### config.mk
export PLATFORM = sky130hd
export DESIGN_NAME = dram_cmd_sched_flat
export DESIGN_NICKNAME = d
export VERILOG_FILES = /design/src/rtl/dram_cmd_sched_if.sv /design/src/rtl/dram_cmd_sched.sv /design/src/flat_wrapper.sv
export SDC_FILE = /design/constraint.sdc
export NUM_CORES = 1
export LEC_CHECK = 0
export CELL_PAD_IN_SITES_DETAIL_PLACEMENT = 1
export CELL_PAD_IN_SITES_GLOBAL_PLACEMENT = 1
export CORE_MARGIN = 3
export CORE_UTILIZATION = 41
export DETAILED_ROUTE_END_ITERATION = 12
export HOLD_SLACK_MARGIN = 0.02
export PLACE_DENSITY_LB_ADDON = 0.1
export SETUP_SLACK_MARGIN = 0.15
export SLEW_MARGIN = 20
export SYNTH_ARGS = -nofsm -noshare
export SYNTH_HDL_FRONTEND = slang
export SYNTH_SLANG_ARGS = --single-unit
### constraint.sdc
create_clock -name CPU_clock -period 3.7 [get_ports CPU_clock]
set_input_delay 0.925 -clock CPU_clock [delete_from_list [all_inputs] [get_ports CPU_clock]]
set_output_delay 0.925 -clock CPU_clock [all_outputs]
set_load 0.1 [all_outputs]
### src/rtl/dram_cmd_sched_if.sv
// Request/command bundle between the request queue,
// the DRAM command scheduler and the trace writer.
interface dram_cmd_sched_if;
  logic        req_valid;
  logic [1:0]  req_opcode;
  logic [32:0] req_address;
  logic        req_ready;
  logic        cmd_valid;
  logic [1:0]  cmd;
  logic [1:0]  cmd_bg;
  logic [1:0]  cmd_bank;
  logic [14:0] cmd_row;
  logic [10:0] cmd_col;
  logic        done;
  logic        err;
  logic [31:0] dimm_time;

  modport master (
    output req_valid,
    output req_opcode,
    output req_address,
    input  req_ready,
    input  cmd_valid,
    input  cmd,
    input  cmd_bg,
    input  cmd_bank,
    input  cmd_row,
    input  cmd_col,
    input  done,
    input  err,
    input  dimm_time
  );

  modport slave (
    input  req_valid,
    input  req_opcode,
    input  req_address,
    output req_ready,
    output cmd_valid,
    output cmd,
    output cmd_bg,
    output cmd_bank,
    output cmd_row,
    output cmd_col,
    output done,
    output err,
    output dimm_time
  );
endinterface

### src/rtl/dram_cmd_sched.sv
// Closed-page DRAM command scheduler: ACT, RD/WR, PRE
// per request, spaced in DIMM cycles (2 CPU cycles each).
module dram_cmd_sched #(
  parameter int T_RCD   = 24,
  parameter int T_CL    = 24,
  parameter int T_CWL   = 20,
  parameter int T_BURST = 4,
  parameter int T_RAS   = 52,
  parameter int T_RP    = 24
) (
  input logic CPU_clock,
  input logic rst_n,
  dram_cmd_sched_if.slave bus
);

  typedef enum logic [2:0] {
    IDLE,
    ACT,
    WAIT_RCD,
    CAS,
    WAIT_PRE,
    PRE,
    WAIT_RP
  } state_t;

  localparam logic [1:0] CMD_ACT = 2'd0;
  localparam logic [1:0] CMD_RD  = 2'd1;
  localparam logic [1:0] CMD_WR  = 2'd2;
  localparam logic [1:0] CMD_PRE = 2'd3;

  // CAS->PRE gap: tRAS remainder or data burst end
  localparam int RD_SPAN  = T_CL + T_BURST;
  localparam int WR_SPAN  = T_CWL + T_BURST;
  localparam int RAS_SPAN = T_RAS - T_RCD;
  localparam logic [8:0] RD_GAP9 =
    9'((RAS_SPAN > RD_SPAN) ? RAS_SPAN : RD_SPAN);
  localparam logic [8:0] WR_GAP9 =
    9'((RAS_SPAN > WR_SPAN) ? RAS_SPAN : WR_SPAN);
  localparam logic [7:0] RD_GAP  = RD_GAP9[7:0];
  localparam logic [7:0] WR_GAP  = WR_GAP9[7:0];
  localparam logic [7:0] RCD_GAP = 8'(T_RCD);
  localparam logic [7:0] RP_GAP  = 8'(T_RP);

  state_t      state;
  logic        phase;
  logic        pend;
  logic        wr_q;
  logic [32:3] addr_q;
  logic [7:0]  cnt;
  logic [7:0]  nxt;
  logic [7:0]  pre_gap;

  assign nxt     = cnt + 8'd1;
  assign pre_gap = wr_q ? WR_GAP : RD_GAP;

  always_ff @(posedge CPU_clock) begin
    if (!rst_n) begin
      state         <= IDLE;
      phase         <= 1'b0;
      pend          <= 1'b0;
      wr_q          <= 1'b0;
      addr_q        <= '0;
      cnt           <= '0;
      bus.req_ready <= 1'b1;
      bus.cmd_valid <= 1'b0;
      bus.cmd       <= CMD_ACT;
      bus.cmd_bg    <= '0;
      bus.cmd_bank  <= '0;
      bus.cmd_row   <= '0;
      bus.cmd_col   <= '0;
      bus.done      <= 1'b0;
      bus.err       <= 1'b0;
      bus.dimm_time <= '0;
    end else begin
      phase    <= ~phase;
      bus.done <= 1'b0;
      bus.err  <= 1'b0;
      if (bus.req_valid && bus.req_ready) begin
        addr_q        <= bus.req_address[32:3];
        wr_q          <= (bus.req_opcode == 2'd1);
        bus.req_ready <= 1'b0;
        if (bus.req_opcode == 2'd3)
          bus.err <= 1'b1;
        else
          pend <= 1'b1;
      end else if (state == IDLE && !pend) begin
        bus.req_ready <= 1'b1;
      end
      if (phase) begin
        bus.dimm_time <= bus.dimm_time + 32'd1;
        unique case (state)
          IDLE: begin
            if (pend) begin
              state         <= ACT;
              pend          <= 1'b0;
              cnt           <= '0;
              bus.cmd_valid <= 1'b1;
              bus.cmd       <= CMD_ACT;
              bus.cmd_bg    <= addr_q[7:6];
              bus.cmd_bank  <= addr_q[9:8];
              bus.cmd_row   <= addr_q[32:18];
              bus.cmd_col   <= {addr_q[17:10],
                                addr_q[5:3]};
            end
          end
          ACT, WAIT_RCD: begin
            if (nxt == RCD_GAP) begin
              state         <= CAS;
              cnt           <= '0;
              bus.cmd_valid <= 1'b1;
              bus.cmd       <= wr_q ? CMD_WR : CMD_RD;
            end else begin
              state         <= WAIT_RCD;
              cnt           <= nxt;
              bus.cmd_valid <= 1'b0;
              bus.cmd       <= CMD_ACT;
            end
          end
          CAS, WAIT_PRE: begin
            if (nxt == pre_gap) begin
              state         <= PRE;
              cnt           <= '0;
              bus.cmd_valid <= 1'b1;
              bus.cmd       <= CMD_PRE;
            end else begin
              state         <= WAIT_PRE;
              cnt           <= nxt;
              bus.cmd_valid <= 1'b0;
              bus.cmd       <= CMD_ACT;
            end
          end
          PRE, WAIT_RP: begin
            bus.cmd_valid <= 1'b0;
            bus.cmd       <= CMD_ACT;
            if (nxt == RP_GAP) begin
              state         <= IDLE;
              cnt           <= '0;
              bus.done      <= 1'b1;
              bus.req_ready <= 1'b1;
              bus.cmd_bg    <= '0;
              bus.cmd_bank  <= '0;
              bus.cmd_row   <= '0;
              bus.cmd_col   <= '0;
            end else begin
              state <= WAIT_RP;
              cnt   <= nxt;
            end
          end
          default: state <= IDLE;
        endcase
      end
    end
  end

endmodule
### src/flat_wrapper.sv
// flat-port wrapper written by rule: the top's interface ports become plain ports
module dram_cmd_sched_flat 
#(
  parameter int T_RCD   = 24,
  parameter int T_CL    = 24,
  parameter int T_CWL   = 20,
  parameter int T_BURST = 4,
  parameter int T_RAS   = 52,
  parameter int T_RP    = 24
)
  (CPU_clock, rst_n, bus_req_valid, bus_req_opcode, bus_req_address, bus_req_ready, bus_cmd_valid, bus_cmd, bus_cmd_bg, bus_cmd_bank, bus_cmd_row, bus_cmd_col, bus_done, bus_err, bus_dimm_time);
  dram_cmd_sched_if bus_i ();
  input logic CPU_clock;
  input logic rst_n;
  input wire logic [$bits(bus_i.req_valid)-1:0] bus_req_valid;
  input wire logic [$bits(bus_i.req_opcode)-1:0] bus_req_opcode;
  input wire logic [$bits(bus_i.req_address)-1:0] bus_req_address;
  output wire logic [$bits(bus_i.req_ready)-1:0] bus_req_ready;
  output wire logic [$bits(bus_i.cmd_valid)-1:0] bus_cmd_valid;
  output wire logic [$bits(bus_i.cmd)-1:0] bus_cmd;
  output wire logic [$bits(bus_i.cmd_bg)-1:0] bus_cmd_bg;
  output wire logic [$bits(bus_i.cmd_bank)-1:0] bus_cmd_bank;
  output wire logic [$bits(bus_i.cmd_row)-1:0] bus_cmd_row;
  output wire logic [$bits(bus_i.cmd_col)-1:0] bus_cmd_col;
  output wire logic [$bits(bus_i.done)-1:0] bus_done;
  output wire logic [$bits(bus_i.err)-1:0] bus_err;
  output wire logic [$bits(bus_i.dimm_time)-1:0] bus_dimm_time;
  assign bus_i.req_valid = bus_req_valid;
  assign bus_i.req_opcode = bus_req_opcode;
  assign bus_i.req_address = bus_req_address;
  assign bus_req_ready = bus_i.req_ready;
  assign bus_cmd_valid = bus_i.cmd_valid;
  assign bus_cmd = bus_i.cmd;
  assign bus_cmd_bg = bus_i.cmd_bg;
  assign bus_cmd_bank = bus_i.cmd_bank;
  assign bus_cmd_row = bus_i.cmd_row;
  assign bus_cmd_col = bus_i.cmd_col;
  assign bus_done = bus_i.done;
  assign bus_err = bus_i.err;
  assign bus_dimm_time = bus_i.dimm_time;
  dram_cmd_sched #(.T_RCD(T_RCD), .T_CL(T_CL), .T_CWL(T_CWL), .T_BURST(T_BURST), .T_RAS(T_RAS), .T_RP(T_RP)) u_core (.CPU_clock(CPU_clock), .rst_n(rst_n), .bus(bus_i));
endmodule
==> results of run 1 <==
## metrics by stage
| step | area (µm²) | total power [mW] | std cells | hold WS [ns] | setup slack (ns) |
|---|---|---|---|---|---|
| finish | 6430 | 2.54 | 836 | 0.476 | 0.839 |
| global route | 6430 | 2.66 | 836 | 0.501 | 0.790 |
| CTS | 6430 | 2.57 | 836 | 0.477 | 0.829 |
| detailed placement | 6160 | 1.66 | 820 | 0.467 | 1.03 |
| global placement | 6160 | 1.65 | 820 | 0.457 | 1.06 |
| floorplan | 5180 | 1.58 | 588 | 0.440 | 1.30 |
## worst paths after layout
| path | start | endpoint | slack [ns] | cells after the start |
|---|---|---|---|---|
| worst min register to register | u_core.addr_q[8] | u_core.addr_q[8] | 0.48 | 2 |
| worst max register to register | u_core.cnt[0] | u_core.bus.cmd_row[5] | 1.06 | 6 |
| worst min-delay path | u_core.addr_q[8] | u_core.addr_q[8] | 0.48 | 2 |
| worst max-delay path | u_core.bus.dimm_time[10] | bus_dimm_time[10] | 0.84 | 1 |
## sequential cells by signal, indices dropped and copies added (netlist names)
signal / cells
u_core.bus.dimm_time: 32
u_core.addr_q: 30
u_core.bus.cmd_row: 15
u_core.bus.cmd_col: 11
u_core.cnt: 8
u_core.state: 3
u_core.bus.cmd: 2
u_core.bus.cmd_bank: 2
u_core.bus.cmd_bg: 2
u_core.bus.cmd_valid: 1
u_core.bus.done: 1
u_core.bus.err: 1
u_core.bus.req_ready: 1
u_core.pend: 1
u_core.phase: 1
u_core.wr_q: 1
## cells in the final DEF (no fill, tap or decap), types with 3 or more instances in the layout
cell type and n:
inv_1 6, nand2_1 112, nor3_1 14, nor2_1 46, clkbuf_16 9, or3_1 5, xnor2_1 23, clkbuf_1 3
nand3_1 25, nand4_1 10, a21oi_1 70, o21ai_0 11, dfxtp_1 112, a311oi_2 30, nor4_1 8, clkdlybuf4s50_1 77
buf_4 35, and4_1 5, and3_1 5, clkinv_2 3, ha_1 3, xor2_1 8
## worst register-to-register path: cells and delay by family (launching register included)
kind | cells | cell delay, ns
mux | 1 | 0.10
fa+ha+maj | 1 | 0.42
flops | 1 | 0.49
simple gates | 2 | 0.86
compound gates | 2 | 0.64
## routing by layer
metal / global-route usage, % / vias to the layer above / routed length, µm
met5: 0 / - / 0
met4: 5.13 / 0 / 140
met3: 5.26 / 13 / 617
met2: 34.7 / 88 / 6900
met1: 25.8 / 2211 / 6430
li1: - / 2211 / -
## synthesized netlist by cell type (all sizes together) (5+ instances only)
| master | number |
|---|---|
| clkbuf | 28 |
| nor2 | 46 |
| nor4 | 8 |
| nand2 | 112 |
| buf | 20 |
| nand3 | 26 |
| xnor2 | 23 |
| and4 | 5 |
| and3 | 8 |
| dfxtp | 112 |
| or3 | 5 |
| a311oi | 30 |
| xor2 | 9 |
| inv | 7 |
| nor3 | 15 |
| nand4 | 11 |
| a21oi | 71 |
| o21ai | 11 |
## final cells by class
type                            count  area (µm²)  area share, %
Clock inverter                      3        17.5          0.272
Tap cell                          168         210           3.27
Timing Repair Buffer              112        1030           16.1
Inverter                            7        27.5          0.428
Sequential cell                   112        2240           34.9
Clock buffer                       13         250           3.89
Multi-Input combinational cell    421        2650           41.2
## power by group
group          internal, mW  switching [mW]  total, mW
Sequential             1.24          0.0423       1.28
Clock                 0.474           0.434      0.908
Combinational         0.107           0.244      0.351
## cells by family (layout without fill, tap and decap cells)
logic type                 after synthesis  count (layout)  share of synthesized area [%]
DFF                                    112             112                           43.3
adders and majority gates                3               3                          0.725
AOI/OAI and AO/OA                      132             132                           20.1
xor gates and xnor gates                33              33                           5.99
and+or+nand+nor                        250             250                           23.1
buffers and inverters                   55             135                           5.73
muxes                                    3               3                           1.06
==> results.md, run 1 <==
* Status: complete, no violations
* Maxcap violations at 0
* Synth top area cells: dfxtp_1 (43%), a311oi_2 (8.7%), nand2_1 (8.1%)
* Post-Syn Area per Cell at 8.80 µm²
* Fillers at approximately 1.4k
* Layout cells sized above 1 at between 10% and 20%
* Starting Density at 42.6%
* Residual DRC at 0
* CP required at between 2 and 3 ns
* Resized cells post-CTS at 0
* Max-slew violations at 0
* Setup tns final at 0 ns
* Synth cell types at 59
* Drt pass-1 iters at 4
* Least-Margin Pin Slew at around 1 ns
* Worst Setup End Kind: output pin
* # Post-CTS Setup Buffers at 0
* Hold-fix buffers, CTS at 0
* GRT Total Usage at between 20% and 30%
* WP data arrival at 1.94 ns
* Initial DRC count at ~220
* Ys flop type: dfxtp_1
* Ant. Diodes at 0
* Worst setup SP type: flop
* Final period util at 77.3%
* Final wirelength at roughly 14000 µm
* Placed wire-length estimate at 9400 µm
* Vias/cell at ~5.4
* Worst clock skew at roughly 0.0065 ns
* Syn. warnings at 0
* H-Tree Depth at 3
* Core area at roughly 0.012 mm²
* Post-synth EDFFs at 0
* Core Rows at 40
* Maximum vdd drop at about 0.23 mV
* Fin util at about 53%
* PD cells at about 400 mW/mm²
* Slowest-stage cell, CP: clkdlybuf4s50_1
* Yosys top cell area share at a little over two fifths
* GRT Residual Overflow at 0
* Worst-path clk slew at approximately 0.070 ns
* Clk buf depth at 2
* ANT nets after route at 0
* Die area at about 0.014 mm²
* Worst slew margin at 33.9%
* Avg WL per Cell at approximately 17 µm
* Min cycle time layout at approximately 2.9 ns
* Top delay family on crit path: buffers and inverters
* Post-synth top area cell: dfxtp_1
* Seq/Total Area, Yosys at between 40 and 50%
* # IOs at roughly 110
* Async S/R FF share, synth at 0%
* CP bufs+invs at 1
* RSZ-0062 raised after global routing: false
* Total CTS buffers at 9
* Yosys reg bits at ~110
* Pin count of the biggest net entering global routing at 48
* Cells after Synth at between 500 and 600
* Layout overhead on the synthesized area at 24.2%
* Kind of critical path: flop to output pin
* LEAKAGE at between 2 and 2.5 nW
* Vias post-DR at roughly 4.5k
* Setup violators final at 0
* Initial antenna violation count at 0
* Worst-path maximum fanout at 5
* Number of port buffers at ~100
* Num Clock Sinks at 112
* Crit-path max cell delay at 1.17 ns
* Fmax at 350 MHz
* Layout Nets at between 700 and 800
* Worst-Skew Late Latency at 0.35 ns
* Clk root buf: clkbuf_16
* Horiz. Die Dim at around 120 µm
* Mapped Area at between 0.005 and 0.006 mm²
* Routability cong. at 0.770
* HP Class: flop to flop
* Post-Syn Nets at between 600 and 700
* Global-route wire length before repair at 23700 µm
* Overall die height at 118 µm
* CP cell instances: clkdlybuf4s50_1
* CTS tree: built
* Number of global-route vias before repair at roughly 4.6k
* Final hold vios at 0
(Power assumes the default switching activity.)
==> run 2: changes to the inputs <==
--- a/config.mk
+++ b/config.mk
@@ -8,7 +8,7 @@
 export CELL_PAD_IN_SITES_DETAIL_PLACEMENT = 1
 export CELL_PAD_IN_SITES_GLOBAL_PLACEMENT = 1
 export CORE_MARGIN = 3
-export CORE_UTILIZATION = 41
+export CORE_UTILIZATION = 38
 export DETAILED_ROUTE_END_ITERATION = 12
 export HOLD_SLACK_MARGIN = 0.02
 export PLACE_DENSITY_LB_ADDON = 0.1
==> constraint.sdc (replaced) <==
create_clock -name CPU_clock -period 3 [get_ports CPU_clock]
set_input_delay 0.75 -clock CPU_clock [delete_from_list [all_inputs] [get_ports CPU_clock]]
set_output_delay 0.75 -clock CPU_clock [all_outputs]
set_load 0.1 [all_outputs]
==> run 2 against run 1 <==
Against the previous run: sequential share of layout area up 0.082 points; die area up 7.5%; combinational power up 32%; critical path type is now flop to flop; hold slack worse by 0.00064 ns; critical endpoint is now u_core.bus.cmd_col[9]; count of clock-buffer cells in the layout down 1; flip-flop and latch count unchanged; worst setup slack worse by 0.29 ns.
==> results.md, run 2 (synthesis gave the netlist of run 1 again) <==
* GRT Total Usage at 19.1% (was 20.4%)
* WP data arrival at 2.66 ns (was 1.94 ns)
* HP Class: flop to flop (unchanged)
* Initial DRC count at 211 (was 215)
* Switch Pwr at 0.924 mW (was 0.720 mW)
* Worst-Skew Late Latency at 0.36 ns (was 0.35 ns)
* Least-Margin Pin Slew at 0.718 ns (was 0.988 ns)
* Biggest regs: u_core.bus.dimm_time x32, u_core.addr_q x30, u_core.bus.cmd_row x15 (unchanged)
* Core Rows at 42 (was 40)
* Core area at 0.0133 mm² (was 0.0122 mm²)
* Starting Density at 38.9% (was 42.6%)
* # IOs at 106 (unchanged)
* Top reg by flops: u_core.bus.dimm_time (unchanged)
* Min cycle time layout at ~2.5 ns
* Fmax at just over 400 MHz
* Worst-path clk slew at 0.07 ns (about the same)
* Clock power share at 35.7% (about the same)
* Pin count of the biggest net entering global routing at 62 (was 48)
* Num Clock Sinks at 112 (unchanged)
* Residual DRC at 0 (unchanged)
* Final period util at a little over 80%
* Kind of critical path: flop to flop (was flop to output pin)
* Setup violators final at 0 (unchanged)
* Routability cong. at 0.776 (was 0.770)
* Status: complete, no violations (unchanged)
* GRT Residual Overflow at 0 (unchanged)
* PD cells at 495 mW/mm² (was 396 mW/mm²)
* Setup tns final at 0 ns (unchanged)
* Hold-fix buffers, CTS at 0 (unchanged)
* Max-slew violations at 0 (unchanged)
* Total CTS buffers at 9 (unchanged)
* Horiz. Die Dim at 123 µm (was 118 µm)
* Resized cells post-CTS at 0 (unchanged)
* Layout Nets at 709 (was 704)
* Most frequent cells in the layout: nand2_1 (112), dfxtp_1 (112), buf_4 (79), a21oi_1 (70), nor2_1 (46) (was nand2_1 (112), dfxtp_1 (112), clkdlybuf4s50_1 (77), a21oi_1 (70), nor2_1 (46))
* Clk buf depth at 2 (unchanged)
* RSZ-0062 raised after global routing: false (unchanged)
* Ant. Diodes at 0 (unchanged)
* Worst Setup End Kind: flop (was output pin)
* Pint at 2.25 mW (was 1.82 mW)
* LEAKAGE at 2.23 nW (was 2.11 nW)
* Worst-path maximum fanout at 11 (was 5)
* Worst clock skew at 0.0102 ns (was 0.00652 ns)
* Worst slew margin at 52.0% (was 33.9%)
* Placed wire-length estimate at 9560 µm (was 9400 µm)
* Combinational Power Share at 14.6% (was 13.8%)
* # Post-CTS Setup Buffers at 0 (unchanged)
* Die area at 0.0151 mm² (was 0.0140 mm²)
* Sequential share of power at 49.7% (was 50.5%)
* Largest register FFs at 32 (unchanged)
* Maximum vdd drop at 0.277 mV (was 0.235 mV)
* Drt pass-1 iters at 4 (unchanged)
* Overall die height at 123 µm (was 118 µm)
* Vias/cell at 5.39 (was 5.41)
* Avg WL per Cell at 16.9 µm (was 16.8 µm)
* H-Tree Depth at 3 (unchanged)
* Clk root buf: clkbuf_16 (unchanged)
* Switching Share at 29.1% (was 28.3%)
* CTS tree: built (unchanged)
* Layout overhead on the synthesized area at 24.0% (was 24.2%)
* Final hold vios at 0 (unchanged)
* Initial antenna violation count at 0 (unchanged)
* Number of port buffers at 102 (unchanged)
* Maxcap violations at 0 (unchanged)
* Vias post-DR at 4568 (was 4523)
* CP required at 3.21 ns (was 2.77 ns)
* Layout cells sized above 1 at 21.1% (was 14.2%)
* ANT nets after route at 0 (unchanged)
* Fin util at 48.3% (was 52.9%)
* Global-route wire length before repair at 23100 µm (was 23700 µm)
* Worst setup SP type: flop (unchanged)
* Final wirelength at 14300 µm (was 14100 µm)
* Number of global-route vias before repair at 4648 (was 4649)
==> run 2: cell types whose count changed in the layout (fill, tap and decap cells not counted), sizes merged <==
cell and delta:
buf +48, clkinv -1, clkbuf -1, inv +2
clkdlybuf4s50 -43, clkinvlp -1
==> run 2: metrics by stage <==
step	power [mW]	cell area (µm²)	hold WS [ns]	setup slack (ns)	cells
final	3.18	6420	0.475	0.550	848
after global routing	3.32	6420	0.496	0.356	848
after CTS	3.22	6420	0.477	0.543	848
after detailed placement	2.08	6150	0.466	0.552	833
after global placement	2.07	6150	0.455	0.570	833
after floorplan	1.95	5180	0.440	0.598	588
==> run 2: routing by layer <==
layer / wire (µm) / global-route usage (%)
met3: 728 / 5.30
met1: 6530 / 24.7
met4: 257 / 6.65
met2: 6810 / 30.6
met5: 0 / 0
==> run 2: power by group through the flow <==
stage / Sequential [mW] / Clock, mW / Combinational, mW
2_1_floorplan: 1.67 / 0 / 0.278
3_3_place_gp: 1.61 / 0 / 0.460
3_5_place_dp: 1.61 / 0 / 0.465
4_1_cts: 1.58 / 1.17 / 0.469
5_1_grt: 1.59 / 1.23 / 0.502
6_report: 1.58 / 1.13 / 0.463
==> run 2: final cells by class <==
cell class                      instances  area [µm²]
Clock buffer                           12         236
Clock inverter                          3        26.3
Fill cell                            1535        6880
Inverter                                7        27.5
Multi-Input combinational cell        421        2650
Sequential cell                       112        2240
Tap cell                              176         220
Timing Repair Buffer                  117        1010
==> run 2: path summary, 6_finish.rpt <==
path	startpoint	endpoint	slack, ns	cells after the start
max	u_core.cnt[2]	u_core.bus.cmd_col[9]	0.55	6
min reg2reg	u_core.addr_q[29]	u_core.addr_q[29]	0.48	2
max reg2reg	u_core.cnt[2]	u_core.bus.cmd_col[9]	0.55	6
min	u_core.addr_q[29]	u_core.addr_q[29]	0.48	2
==> run 2: critical path, stage by stage, from the launching register on <==
cell	delay [ns]
dfxtp_1	0.71
and3_4	0.34
mux2i_4	0.09
a2111oi_4	0.46
or2_4	0.36
buf_4	0.23
a311oi_2	0.11
==> variant: new RTL, flow settings as in run 1 <==
The 7 states of `state_t` get a one-hot encoding in 7 bits.
--- a/src/rtl/dram_cmd_sched.sv
+++ b/src/rtl/dram_cmd_sched.sv
@@ -14,12 +14,12 @@
 );
 
-  typedef enum logic [2:0] {
-    IDLE,
-    ACT,
-    WAIT_RCD,
-    CAS,
-    WAIT_PRE,
-    PRE,
-    WAIT_RP
+  typedef enum logic [6:0] {
+    IDLE     = 7'b0000001,
+    ACT      = 7'b0000010,
+    WAIT_RCD = 7'b0000100,
+    CAS      = 7'b0001000,
+    WAIT_PRE = 7'b0010000,
+    PRE      = 7'b0100000,
+    WAIT_RP  = 7'b1000000
   } state_t;
 
Formal check against the unedited RTL: same outputs for any inputs over 4 cycles, from zero or initial values and one cycle with rst_n low; so few cycles prove little.
==> variant against run 1 <==
Total power is 26% higher. Sequential cell count is 4 higher. Fmax is 2.6% lower. Cell count is 6.6% lower. Die area is 4.3% lower. Critical endpoint is now bus_req_ready. Synthesized area is 4.6% lower. Via count is 7.5% lower. Sequential share of layout area is 0.58 points higher. Setup slack worse by 0.076 ns. Design area is 1.9% higher. Largest power group is now the clock network. Wire length is 8.0% lower. Non-clock buffer count is 3 lower.
==> variant: results (changes against run 1) <==
Worst reg-to-reg setup slack = 1.44 ns (was 1.06 ns)
Fin Hold WS = 0.463 ns (was 0.476 ns)
Hold endpoint = u_core.bus.cmd_col[1]$_SDFFE_PN0P_ (was u_core.addr_q[8]$_SDFFE_PN0P_)
Post-DP HPWL = 8590 um (was 9400 um)
Pin slew with the least headroom to its limit = 1.02 ns (was 0.988 ns)
H-tree depth = 4 (was 3)
Post-Syn Nets = 571 (was 629)
Static Leak = 2.49 nW (was 2.11 nW)
Register area share after synthesis = 47.0% (was 43.3%)
DP Worst Slack = 1.07 ns (was 1.03 ns)
Worst vdd ir = 0.000295 V (was 0.000235 V)
Total track usage = 20.2% (was 20.4%)
Drt total wl = 13000 um (was 14100 um)
Hold Path Stages = 1 (was 2)
Yosys cell types = 56 (was 59)
Global-route wire length before repair = 21300 um (was 23700 um)
Switching power = 729 uW (was 720 uW)
Clk_lat worst skew = 0.42 ns (was 0.35 ns)
GRT met1 Usage = 24.9% (was 25.8%)
Syn avg cell area = 9.32 um^2 (was 8.80 um^2)
Cells after DPL = 750 (was 820)
Area contributors post-synth = dfxtp_1 (47%), nand2_1 (7.0%), a21boi_0 (5.5%), a22o_1 (5.3%), and2_1 (3.8%) (was dfxtp_1 (43%), a311oi_2 (8.7%), nand2_1 (8.1%), a21oi_1 (6.9%), xnor2_1 (3.9%))
GPL Wtd Cong = 0.836 (was 0.770)
Final nets = 667 (was 704)
Vias in the first global route = 4234 (was 4649)
Status = complete, no violations (unchanged)
Iteration-0 DRC Markers = 243 (was 215)
Vias per cell = 5.36 (was 5.41)
Fillers = 1317 (was 1438)
Final Skew = 0.00808 ns (was 0.00652 ns)
Largest net degree at the start of global routing = 50 (was 48)
CTS Buf Count = 17 (was 9)
Met3 Use GR = 6.58% (was 5.26%)
Worst Hold Launch = u_core.addr_q[4]$_SDFFE_PN0P_ (was u_core.addr_q[8]$_SDFFE_PN0P_)
Worst r2r dst = u_core.bus.cmd_col[5]$_SDFFE_PN0P_ (was u_core.bus.cmd_row[5]$_SDFFE_PN0P_)
Drt wl/cell = 16.6 um (was 16.8 um)
Layout cells sized above 1 = 11.1% (was 14.2%)
Clk buf depth = 2 (unchanged)
Dominant cell type by area after synthesis = dfxtp_1 (unchanged)
Reg2reg path depth = 7 (was 6)
M2 GR Usage = 33.3% (was 34.7%)
Crit path DAT = 2.01 ns (was 1.94 ns)
Slowest-stage cell, CP = clkdlybuf4s50_1 (unchanged)
Commonest cells post-synth = dfxtp_1 (116), nand2_1 (92), a21boi_0 (36) (was dfxtp_1 (112), nand2_1 (112), a21oi_1 (71))
Clock transition at the registers of the reported paths = 0.06 ns
CP Max Fanout = 4 (was 5)
## variant: area by class of cell
cell class	count	area share (%)
well taps	143	2.73
repair buffers	109	15.7
clock inverters	10	1.99
inverters	12	0.687
flip-flops and latches	116	35.4
clock buffers	21	7.18
multi-input cells	370	36.3
## variant: through the flow
stage	total power, mW	area (um^2)	util [%]
floorplan	1.48	4940	-
global placement	1.55	5950	51.2
detailed placement	1.55	5950	51.2
CTS	3.23	6550	56.4
global route	3.31	6550	56.4
finish	3.19	6550	56.4
## variant: worst max path at each step
stage / startpoint / end / slack (ns)
after detailed placement: bus_req_valid / u_core.addr_q[14]$_SDFFE_PN0P_ / 1.07
after floorplan: u_core.bus.dimm_time[2]$_SDFFE_PN0P_ / u_core.bus.dimm_time[31]$_SDFFE_PN0P_ / 1.32
after CTS: u_core.bus.req_ready$_SDFF_PN1_ / bus_req_ready / 0.75
after global routing: u_core.bus.req_ready$_SDFF_PN1_ / bus_req_ready / 0.70
final: u_core.bus.req_ready$_SDFF_PN1_ / bus_req_ready / 0.76
after global placement: bus_req_valid / u_core.addr_q[13]$_SDFFE_PN0P_ / 1.16
## variant: metal layers
layer  part of all wire (%)  up-vias
met4                    1.3        0
met3                    6.0       13
met5                      0        -
met1                     45     2039
li1                       -     2031
met2                     48      103
## variant: power by group through the flow
stage	sequential, mW	combinational, mW	clock, mW
after CTS	1.30	0.227	1.70
after floorplan	1.38	0.0982	0
final	1.30	0.225	1.66
after global placement	1.33	0.222	0
after global routing	1.31	0.244	1.76
after detailed placement	1.33	0.225	0
## variant: cells by family (layout without fill, tap and decap cells)
logic type	count (synthesis)	after routing	synth area share, %
simple gates	221	221	23.5
flops	116	116	47.0
compound gates	113	113	18.0
buf+inv	44	152	4.81
xor+xnor	31	31	5.50
fa+ha+maj	3	3	0.760
mux	2	2	0.405
